<file path="config.mk">
export PLATFORM = sky130hd
export DESIGN_NAME = axi4_read_data_buffer
export DESIGN_NICKNAME = d
export VERILOG_FILES = /design/src/rtl/axi4_read_data_buffer.sv
export SDC_FILE = /design/constraint.sdc
export NUM_CORES = 1
export LEC_CHECK = 0
export ABC_AREA = 1
export ABC_CLOCK_PERIOD_IN_PS = 5200
export BUFFER_PORTS_ARGS = -buffer_cell sky130_fd_sc_hd__buf_2
export CORE_MARGIN = 1
export CORE_UTILIZATION = 57
export DETAILED_ROUTE_END_ITERATION = 10
export PLACE_DENSITY = 0.88
export SLEW_MARGIN = 25
export SYNTH_ARGS = -nofsm -noshare
export SYNTH_HDL_FRONTEND = slang
export SYNTH_SLANG_ARGS = --single-unit
</file>
<file path="constraint.sdc">
create_clock -name ACLK -period 5.2 [get_ports ACLK]
set_input_delay 0.78 -clock ACLK [delete_from_list [all_inputs] [get_ports ACLK]]
set_output_delay 0.78 -clock ACLK [all_outputs]
set_load 0.03 [all_outputs]
</file>
<file path="src/rtl/axi4_read_data_buffer.sv">
// axi4_read_data_buffer: AXI4-Lite R-channel receiver with read credits,
// a first-word-fall-through beat FIFO and sticky/saturating error tracking.
module axi4_read_data_buffer #(
    parameter int DATA_WIDTH      = 32,
    parameter int DEPTH           = 4,
    parameter int MAX_OUTSTANDING = 8
) (
    input  logic                                 ACLK,
    input  logic                                 ARESETN,
    input  logic                                 STARTRD,
    input  logic [DATA_WIDTH-1:0]                RDATA,
    input  logic [1:0]                           RRESP,
    input  logic                                 RVALID,
    output logic                                 RREADY,
    output logic                                 r_VALID,
    output logic [DATA_WIDTH-1:0]                r_DATA_out,
    output logic [1:0]                           rresp_out,
    input  logic                                 r_POP,
    output logic                                 r_DONE,
    output logic                                 r_IDLE,
    output logic                                 r_CREDIT_FULL,
    output logic [$clog2(MAX_OUTSTANDING+1)-1:0] r_PENDING,
    output logic [$clog2(DEPTH+1)-1:0]           r_COUNT,
    output logic                                 r_ERR,
    output logic [7:0]                           r_ERR_CNT,
    input  logic                                 r_ERR_CLR
);
    localparam int PW = $clog2(MAX_OUTSTANDING + 1);
    localparam int CW = $clog2(DEPTH + 1);
    localparam int AW = $clog2(DEPTH);

    logic [DATA_WIDTH+1:0] mem_q [DEPTH];
    logic [PW-1:0]         pend_q, pend_d;
    logic [CW-1:0]         cnt_q, cnt_d;
    logic [AW-1:0]         wptr_q, rptr_q;
    logic                  done_q, err_q, err_d;
    logic [7:0]            ecnt_q, ecnt_d;
    logic                  acc, pop, start_ok, bad;

    // RREADY depends on registered state only, never on RVALID
    assign RREADY   = (pend_q != '0) && (cnt_q != CW'(DEPTH));
    assign acc      = RVALID && RREADY;
    assign r_VALID  = cnt_q != '0;
    assign pop      = r_POP && r_VALID;
    assign start_ok = STARTRD && (pend_q != PW'(MAX_OUTSTANDING));
    assign bad      = acc && RRESP[1];

    always_comb begin
        pend_d = pend_q + PW'(start_ok) - PW'(acc);
        cnt_d  = cnt_q + CW'(acc) - CW'(pop);
        err_d  = bad || (err_q && !r_ERR_CLR);
        ecnt_d = bad ? (r_ERR_CLR ? 8'd1 : ecnt_q + 8'(ecnt_q != 8'hff))
                     : (r_ERR_CLR ? 8'd0 : ecnt_q);
    end

    always_ff @(posedge ACLK or negedge ARESETN) begin
        if (!ARESETN) begin
            pend_q <= '0;
            cnt_q  <= '0;
            wptr_q <= '0;
            rptr_q <= '0;
            done_q <= 1'b0;
            err_q  <= 1'b0;
            ecnt_q <= '0;
        end else begin
            pend_q <= pend_d;
            cnt_q  <= cnt_d;
            wptr_q <= wptr_q + AW'(acc);
            rptr_q <= rptr_q + AW'(pop);
            done_q <= acc;
            err_q  <= err_d;
            ecnt_q <= ecnt_d;
        end
    end

    always_ff @(posedge ACLK) begin
        if (acc) mem_q[wptr_q] <= {RRESP, RDATA};
    end

    assign {rresp_out, r_DATA_out} = r_VALID ? mem_q[rptr_q] : '0;
    assign r_DONE        = done_q;
    assign r_IDLE        = (pend_q == '0) && (cnt_q == '0);
    assign r_CREDIT_FULL = pend_q == PW'(MAX_OUTSTANDING);
    assign r_PENDING     = pend_q;
    assign r_COUNT       = cnt_q;
    assign r_ERR         = err_q;
    assign r_ERR_CNT     = ecnt_q;
endmodule

</file>
==> impl_metrics.yaml, run 1 <==
sta:
  max_freq_mhz: 320.0
  fin_skew_ns: 0.006516
  slew_headroom_pct: 45.55
  fin_crit_sh_pct: 60.09
  finalHoldViolations: 0
  setup_viol: 0
  fin_crit_ns: 3.125
  setup-tns-final_ns: 0
  rsz0062_at_grt: "no"
  tightest_slew_ns: 0.8123
  drv_slew: 0
yosys:
  yosysWarnings: 0
  yosysSeqAreaShare_pct: 70.31
  synth_top_area_cell: "edfxtp_1"
  netlist_instances: 542
  mappedNetlistNets: 596
  async_reset_ff_share_pct: 13.38
  synth_top_area_share_pct: 62.29
  synthTopCellsByCount: "nor2_1 (147), edfxtp_1 (136), o21ai_0 (55)"
  synth_cell_types: 29
  synthTopCellsByArea: "edfxtp_1 (62%), nor2_1 (8.4%), dfrtp_1 (8.0%)"
  synth_edf_count: 136
  synth.cell_area_sq_mm: 0.006556
  ys_seq_elements: 157
  synth.most_common_cell: "nor2_1"
  synth_area_per_cell_sq_um: 12.10
  synth_top_flop_cell: "edfxtp_1"
clocking:
  cts_resized: 0
  ctsRootBufferMaster: "clkbuf_16"
  numCtsBuffers: 17
  postCtsSetupRepairBufs: 0
  cts.sinks: 157
  cts_tree: "done"
  htree_levels: 4
  clkLatencyLatePin_ns: 0.42
  clockBufferDepth: 2
  clk_pin_slew_ns: 0.06
  cts_hold_buf: 0
die:
  num_rows: 38
  die_area_sq_mm: 0.01194
  die_w_um: 109.3
  core_area_sq_mm: 0.01103
  die_h_um: 109.3
  ios: 95
  start_util_pct: 59.44
critical_path:
  cp_max_fo: 36
  critPathTopFamily: "buffers and inverters"
  path_cells: "buf_4 > inv_2 > nor2_1 > o21ai_1 > a21oi_1 > buf_2"
  r2r_end: "r_COUNT[2]"
  crit_buf_inv: 3
  cp_slowest_cell: "inv_2"
  worstPathRequired_ns: 4.42
  critPathArrivalTime_ns: 2.34
  cp-start-kind: "flop"
  rr_startpoint: "r_COUNT[2]"
  r2r_slack_ns: 2.57
  cpPeakStageDelay_ns: 0.40
  r2r_cells: 8
  crit_type: "flop to output pin"
  endpoint_kind: "output pin"
drt:
  wire_per_inst_um: 16.82
  dr.pass1.iters: 5
  via_count: 4385
  route.detailed.drc: 0
  drt-total-wl_mm: 13.26
  dr.first_iter.drc_count: 398
  vias_per_cell: 5.565
  ant_nets: 0
layout:
  fill_cells: 741
  antenna_cells: 0
  area_growth_pct: 17.39
  final_net_count: 689
  layout.cells.non_filler: 788
  final_cell_area_sq_mm: 0.007696
  drive_gt1_share_pct: 22.53
run:
  maxCapViolations: 0
placement:
  portBuffers: 94
  placed_cells: 756
  hpwlAfterDp_mm: 7.996
  placed_area_sq_mm: 0.007091
  gp_congestion: 0.8086
power_and_ir_drop:
  peakVddDrop_mv: 0.4253
  leakagePower_nw: 2.987
  powerDensity_mw_per_mm2: 671.9
min_path:
  hold_path.class: "input port to asynchronous set/reset pin"
global_routing:
  gr-total-overflow: 0
  grt_pass1_wl_mm: 20.51
  grt_pass1_vias: 4147
  antenna_found_initial: 0
  grt_usage_pct: 23.71
  grt_max_degree: 70
status:
  status: "complete, no violations"
## worst max path at each step
stage	cells after the start	to	from
finish	6	r_DATA_out[30]	rptr_q[1]
global route	6	r_DATA_out[31]	rptr_q[1]
CTS	4	r_DATA_out[30]	rptr_q[0]
global placement	4	r_DATA_out[30]	rptr_q[0]
detailed placement	4	r_DATA_out[14]	rptr_q[0]
floorplan	5	mem_q[0][0]	r_PENDING[2]
## registers in the layout, summed over array words and instances, names as in the netlist
register and count:
r_ERR_CNT 8, mem_q 136, r_COUNT 3, r_ERR 1, wptr_q 2, r_PENDING 4, rptr_q 2, r_DONE 1
## logic make-up (layout without fill, tap and decap cells)
group | after synthesis | in the layout | synth area share [%]
AO/OA/AOI/OAI | 108 | 108 | 8.301
AND/OR/NAND/NOR | 201 | 201 | 13.05
XOR/XNOR | 8 | 8 | 1.069
adder cells (fa/ha/maj) | 14 | 14 | 2.901
flip-flops | 157 | 157 | 70.31
buffers and inverters | 54 | 160 | 4.370
## power by group
| part | switching (mW) | leakage, nW | internal, mW |
|---|---|---|---|
| registers | 0.106 | 1.51 | 1.68 |
| clock network | 0.461 | 0.290 | 0.793 |
| logic | 1.55 | 1.19 | 0.582 |
## metrics by stage
stage / hold slack [ns] / utilization [%] / worst slack (ns) / total power, mW
final: 0.3189 / 69.77 / 2.075 / 5.171
after floorplan: 0.4844 / - / 1.291 / 3.387
after global placement: 0.4621 / 64.28 / 2.593 / 3.849
after detailed placement: 0.4721 / 64.28 / 2.493 / 3.936
after global routing: 0.3550 / 69.77 / 1.932 / 5.443
after CTS: 0.3167 / 69.76 / 1.997 / 5.198
## area by class of cell
class                      count  area (sq um)  area share, %
tap                          140         175.2          2.276
multi-input combinational    331          1680          21.83
inverter                      27         102.6          1.333
clock buffer                  18         429.2          5.576
timing repair buffer         101         523.0          6.796
sequential                   157          4611          59.91
clock inverter                14         175.2          2.276
## placed cells by master, fill, tap and decap left out, types with 5 or more instances in the layout
cell,netlist,routed
edfxtp_1,136,136
inv_1,25,25
buf_4,5,7
buf_2,13,94
clkinv_2,0,6
ha_1,12,12
xor2_1,5,5
o21ai_0,55,55
o21ai_1,17,17
nor2_1,147,147
a21oi_1,35,35
nand2_1,22,22
clkbuf_16,0,17
dfrtp_1,21,20
nand3_1,18,18
## metal layers
| metal | global-route usage (%) | up-vias | share of wire [%] |
|---|---|---|---|
| li1 | - | 2069 | - |
| met1 | 29.93 | 2130 | 41 |
| met2 | 38.45 | 172 | 50 |
| met3 | 6.814 | 14 | 7.3 |
| met4 | 10.10 | 0 | 1.4 |
| met5 | 0 | - | 0 |
No activity file was read; power rests on OpenSTA's default activity.
==> inputs of run 2 (changes only) <==
ABC_CLOCK_PERIOD_IN_PS = 2800   (was 5200)
CORE_UTILIZATION = 51   (was 57)
PLACE_DENSITY = 0.83   (was 0.88)
clock period = 2.8 ns   (was 5.2 ns; I/O delays follow)
==> run 2 against run 1 <==
  * Register-to-register slack lost 2.1 ns
  * Combinational power grew 86%
  * First-iteration DRC count grew 2.3%
  * Cell count grew 4.4%
  * Clock-buffer cell count grew 2
  * Largest power group unchanged
==> impl_metrics.yaml, run 2 (synthesis gave the netlist of run 1 again) <==
global_routing:
  grt_pass1_vias: 4246
  gr-total-overflow: 0
  grt_pass1_wl_mm: 20.87
  grt_usage_pct: 21.24
  antenna_found_initial: 0
  grt_max_degree: 70
critical_path:
  critPathArrivalTime_ns: 2.19
  cp-start-kind: "flop"
  cp_slowest_cell: "inv_2"
  path_cells: "inv_2 > buf_4 > o21ai_0 > a21oi_1 > buf_2"
  endpoint_kind: "output pin"
  worstPathRequired_ns: 2.38
  cpPeakStageDelay_ns: 0.49
  crit_type: "flop to output pin"
  cp_max_fo: 42
placement:
  placed_area_sq_mm: 0.007178
  portBuffers: 94
  hpwlAfterDp_mm: 8.049
  gp_congestion: 0.8455
  placed_cells: 791
clocking:
  ctsRootBufferMaster: "clkbuf_16"
  htree_levels: 4
  postCtsSetupRepairBufs: 0
  clk_pin_slew_ns: 0.06
  cts.sinks: 157
  cts_tree: "done"
  numCtsBuffers: 17
  clockBufferDepth: 2
  clkLatencyLatePin_ns: 0.41
sta:
  fin_skew_ns: 0.006882
  setup-tns-final_ns: 0
  setup_viol: 0
  finalHoldViolations: 0
  max_freq_mhz: 382.6
  fin_crit_ns: 2.614
  drv_slew: 0
  rsz0062_at_grt: "no"
  tightest_slew_ns: 0.7281
  slew_headroom_pct: 51.46
  fin_crit_sh_pct: 93.34
drt:
  via_count: 4385
  vias_per_cell: 5.328
  ant_nets: 0
  dr.first_iter.drc_count: 407
  route.detailed.drc: 0
  drt-total-wl_mm: 13.56
  dr.pass1.iters: 4
  wire_per_inst_um: 16.48
layout:
  largest_reg_flops: 136
  final_cell_mix: "nor2_1 (147), edfxtp_1 (136), buf_2 (94)"
  final_common_cell: "nor2_1"
  layout.cells.non_filler: 823
  finalCoreUtilization_pct: 61.81
  drive_gt1_share_pct: 22.43
  area_growth_pct: 18.49
  antenna_cells: 0
  top_register: "mem_q"
  final_cell_area_sq_mm: 0.007769
  final_net_count: 693
status:
  status: "complete, no violations"
die:
  ios: 95
  die_w_um: 115.4
  num_rows: 41
  die_area_sq_mm: 0.01331
  die_h_um: 115.4
  start_util_pct: 52.17
  core_area_sq_mm: 0.01257
run:
  maxCapViolations: 0
power_and_ir_drop:
  peakVddDrop_mv: 0.7200
  leakagePower_nw: 3.006
  total_power_mw: 9.595
  powerDensity_mw_per_mm2: 1235
min_path:
  hold_path.class: "input port to flop"
-- run 2: cell types whose count changed in the layout (fill, tap and decap cells not counted), sizes merged --
| cell | delta |
|---|---|
| bufinv | -1 |
| dlygate4sd3 | +1 |
| inv | +4 |
| buf | +3 |
| clkinv | -4 |
| clkbuf | +2 |
| clkinvlp | -2 |
-- run 2: final cells by class --
type	instances	area, sq um
fillers	947	4800
flip-flops and latches	157	4611
multi-input cells	331	1705
repair buffers	105	555.5
clock buffers	20	436.7
well taps	172	215.2
clock inverters	11	141.4
inverters	27	103.9
-- run 2: repair_timing --
item                                    CTS  global route
endpoints found under the setup margin    0             2
resized for setup                         0             2
endpoints found under the hold margin    21             0
hold buffers                              1             0
-- run 2: where the power goes --
| group | switching (mW) | internal (mW) |
|---|---|---|
| clock network | 0.870 | 1.40 |
| logic | 2.86 | 1.11 |
| registers | 0.242 | 3.11 |
-- run 2: worst paths after layout --
check                        startpoint             end  slack, ns  cells past startpoint
max                           rptr_q[0]  r_DATA_out[12]       0.19                      5
min                           RDATA[21]    mem_q[1][21]       0.22                      1
max reg2reg                r_PENDING[2]    r_PENDING[1]       0.46                     11
min reg2reg                       r_ERR           r_ERR       0.49                      2
max in group asynchronous       ARESETN       rptr_q[0]       1.94                      2
min in group asynchronous       ARESETN    r_ERR_CNT[1]       0.50                      2
-- run 2: critical path: cells and delay by family (launching register included) --
family	cells	cell delay, ns
AOI/OAI and AO/OA	2	0.33
buffers and inverters	3	1.02
DFF	1	0.40
-- run 2: layer usage --
metal	global-route usage (%)	share of wire [%]	wire, um	vias up
met4	6.667	1.2	156	0
met2	36.57	51	6857	156
met1	26.03	42	5646	2139
met5	0	0	0	-
li1	-	-	-	2072
met3	5.851	6.6	901	18
-- run 2: stage by stage --
step,hold slack [ns],setup slack (ns)
after global routing,0.2092,0.05115
after global placement,0.3971,0.5606
after detailed placement,0.4193,0.4568
final,0.2185,0.1864
after floorplan,0.1244,-0.08282
after CTS,0.2061,0.1361
==> inputs of run 3 (changes only) <==
CORE_ASPECT_RATIO = 0.9   (was unset)
==> run 3 against run 2 <==
  * Flip-flop and latch count did not move
  * Combinational power rose by 2%
  * Sequential share of layout area fell by 0.31 points
  * Routed wire length rose by 1.2%
  * Via count fell by 0.23%
  * Fmax rose by 1.0%
  * Total power rose by 1.1%
  * Register-to-register slack got worse by 0.06 ns
  * Critical endpoint is now r_DATA_out[16]
  * Largest power group unchanged
==> impl_metrics.yaml, run 3 (synthesis gave the netlist of run 1 again) <==
status:
  status: "complete, no violations"
sta:
  whs_ns: 0.2117
  fin_crit_sh_pct: 92.38
  tightest_slew_ns: 0.7144
  setup_viol: 0
  slew_headroom_pct: 52.31
  max_freq_mhz: 386.6
  finalHoldViolations: 0
  setup-tns-final_ns: 0
  fin_skew_ns: 0.006937
  drv_slew: 0
  rsz0062_at_grt: "no"
  fin_crit_ns: 2.587
global_routing:
  gr-total-overflow: 0
  antenna_found_initial: 0
  grt_util_met1_pct: 25.95
  grt_pass1_wl_mm: 21.15
  use_met2_pct: 37.30
  grt_usage_pct: 21.83
  use_met3_pct: 7.210
  grt_max_degree: 57
  top_usage_layer: "met2"
  grt_pass1_vias: 4230
layout:
  ff_latch_area_sq_mm: 0.004611
  antenna_cells: 0
  largest_reg_flops: 136
  area_growth_pct: 19.12
  multi_input_area_sq_mm: 0.001705
  fill_cells: 913
  final_cell_mix: "nor2_1 (147), edfxtp_1 (136), buf_2 (94)"
  final_common_cell: "nor2_1"
  final_net_count: 697
  drive_gt1_share_pct: 23.21
  top_register: "mem_q"
power_and_ir_drop:
  pwr-share-clk_pct: 23.8
  seqPwrFrac_pct: 34.6
  powerDensity_mw_per_mm2: 1243
  p_comb_share_pct: 41.7
  peakVddDrop_mv: 0.6753
  p_switching_mw: 4.031
  intPower_mw: 5.674
  switching_share_pct: 41.54
  leakagePower_nw: 3.034
drt:
  ant_nets: 0
  dr.pass1.iters: 5
  route.detailed.drc: 0
  vias_per_cell: 5.368
  via_count: 4375
  wire_per_inst_um: 16.84
  dr.first_iter.drc_count: 272
  drt-total-wl_mm: 13.73
min_path:
  hold_path.class: "input port to flop"
clocking:
  cts.sinks: 157
  clockBufferDepth: 2
  postCtsSetupRepairBufs: 0
  clkLatencyLatePin_ns: 0.42
  ctsRootBufferMaster: "clkbuf_16"
  cts_tree: "done"
  clk_pin_slew_ns: 0.06
  cts_hold_buf: 1
  htree_levels: 4
  numCtsBuffers: 17
  cts_resized: 0
die:
  num_rows: 38
  die_w_um: 121.5
  die_area_sq_mm: 0.01331
  die_h_um: 109.6
  core_area_sq_mm: 0.01227
  ios: 95
  start_util_pct: 53.45
critical_path:
  crit_type: "flop to output pin"
  worstPathRequired_ns: 2.38
  endpoint_kind: "output pin"
  critPathArrivalTime_ns: 2.17
  cp-start-kind: "flop"
  cp_max_fo: 40
placement:
  portBuffers: 94
  gp_congestion: 0.8338
  hpwlAfterDp_mm: 8.489
run:
  maxCapViolations: 0
==> run 3: changes by cell type in the layout (fill, tap and decap cells not counted) <==
cell | previous run | this run
buf_12 | 0 | 1
buf_4 | 10 | 13
clkbuf_1 | 3 | 1
clkinv_2 | 2 | 0
clkinv_4 | 0 | 3
clkinvlp_4 | 1 | 2
inv_2 | 1 | 2
inv_4 | 1 | 0
==> run 3: worst paths after layout <==
check                        startpoint              to  slack [ns]  cells after the start
setup / recovery              rptr_q[0]  r_DATA_out[16]        0.21                      6
hold / removal                RDATA[17]    mem_q[1][17]        0.21                      1
setup reg to reg           r_PENDING[2]    r_PENDING[2]        0.40                     11
hold reg to reg                   r_ERR           r_ERR        0.49                      2
max in group asynchronous       ARESETN       rptr_q[0]        1.92                      2
min in group asynchronous       ARESETN    r_ERR_CNT[7]        0.51                      2
==> run 3: area by class of cell <==
cell class | count | share of cell area [%]
sequential | 157 | 59.04
timing repair buffer | 109 | 7.658
clock buffer | 18 | 5.495
multi-input combinational | 331 | 21.84
clock inverter | 13 | 2.115
inverter | 27 | 1.298
tap | 160 | 2.563
==> run 3: power by group through the flow <==
stage                     Sequential (mW)  Combinational (mW)  Clock (mW)
final                                3.35                4.05        2.31
after global routing                 3.40                4.40        2.42
after CTS                            3.35                4.08        2.32
after detailed placement             3.39                4.05           0
after global placement               3.36                3.92           0
after floorplan                      3.46                2.83           0
==> run 3: metal layers <==
layer	share of wire, %	vias up
li1	-	2081
met5	0	-
met1	40	2118
met2	51	155
met4	1.6	0
met3	7.2	21
==> run 3: through the flow <==
stage	setup WS (ns)	total power, mW	cell area [sq um]	utilization, %	std cells
2_1_floorplan	-0.08282	6.290	6576	-	542
3_3_place_gp	0.5723	7.280	7206	58.74	783
3_5_place_dp	0.4086	7.447	7206	58.74	783
4_1_cts	0.1671	9.762	7810	63.67	815
5_1_grt	0.04591	10.22	7810	63.67	815
6_report	0.2134	9.705	7810	63.67	815
==> run 3: worst max-delay path: stages, from the launching register on <==
cell and delay, ns:
dfrtp_2 0.53, buf_4 0.44, nor2_1 0.09, nor2_1 0.08, o21ai_0 0.08, a21oi_1 0.25
buf_2 0.25
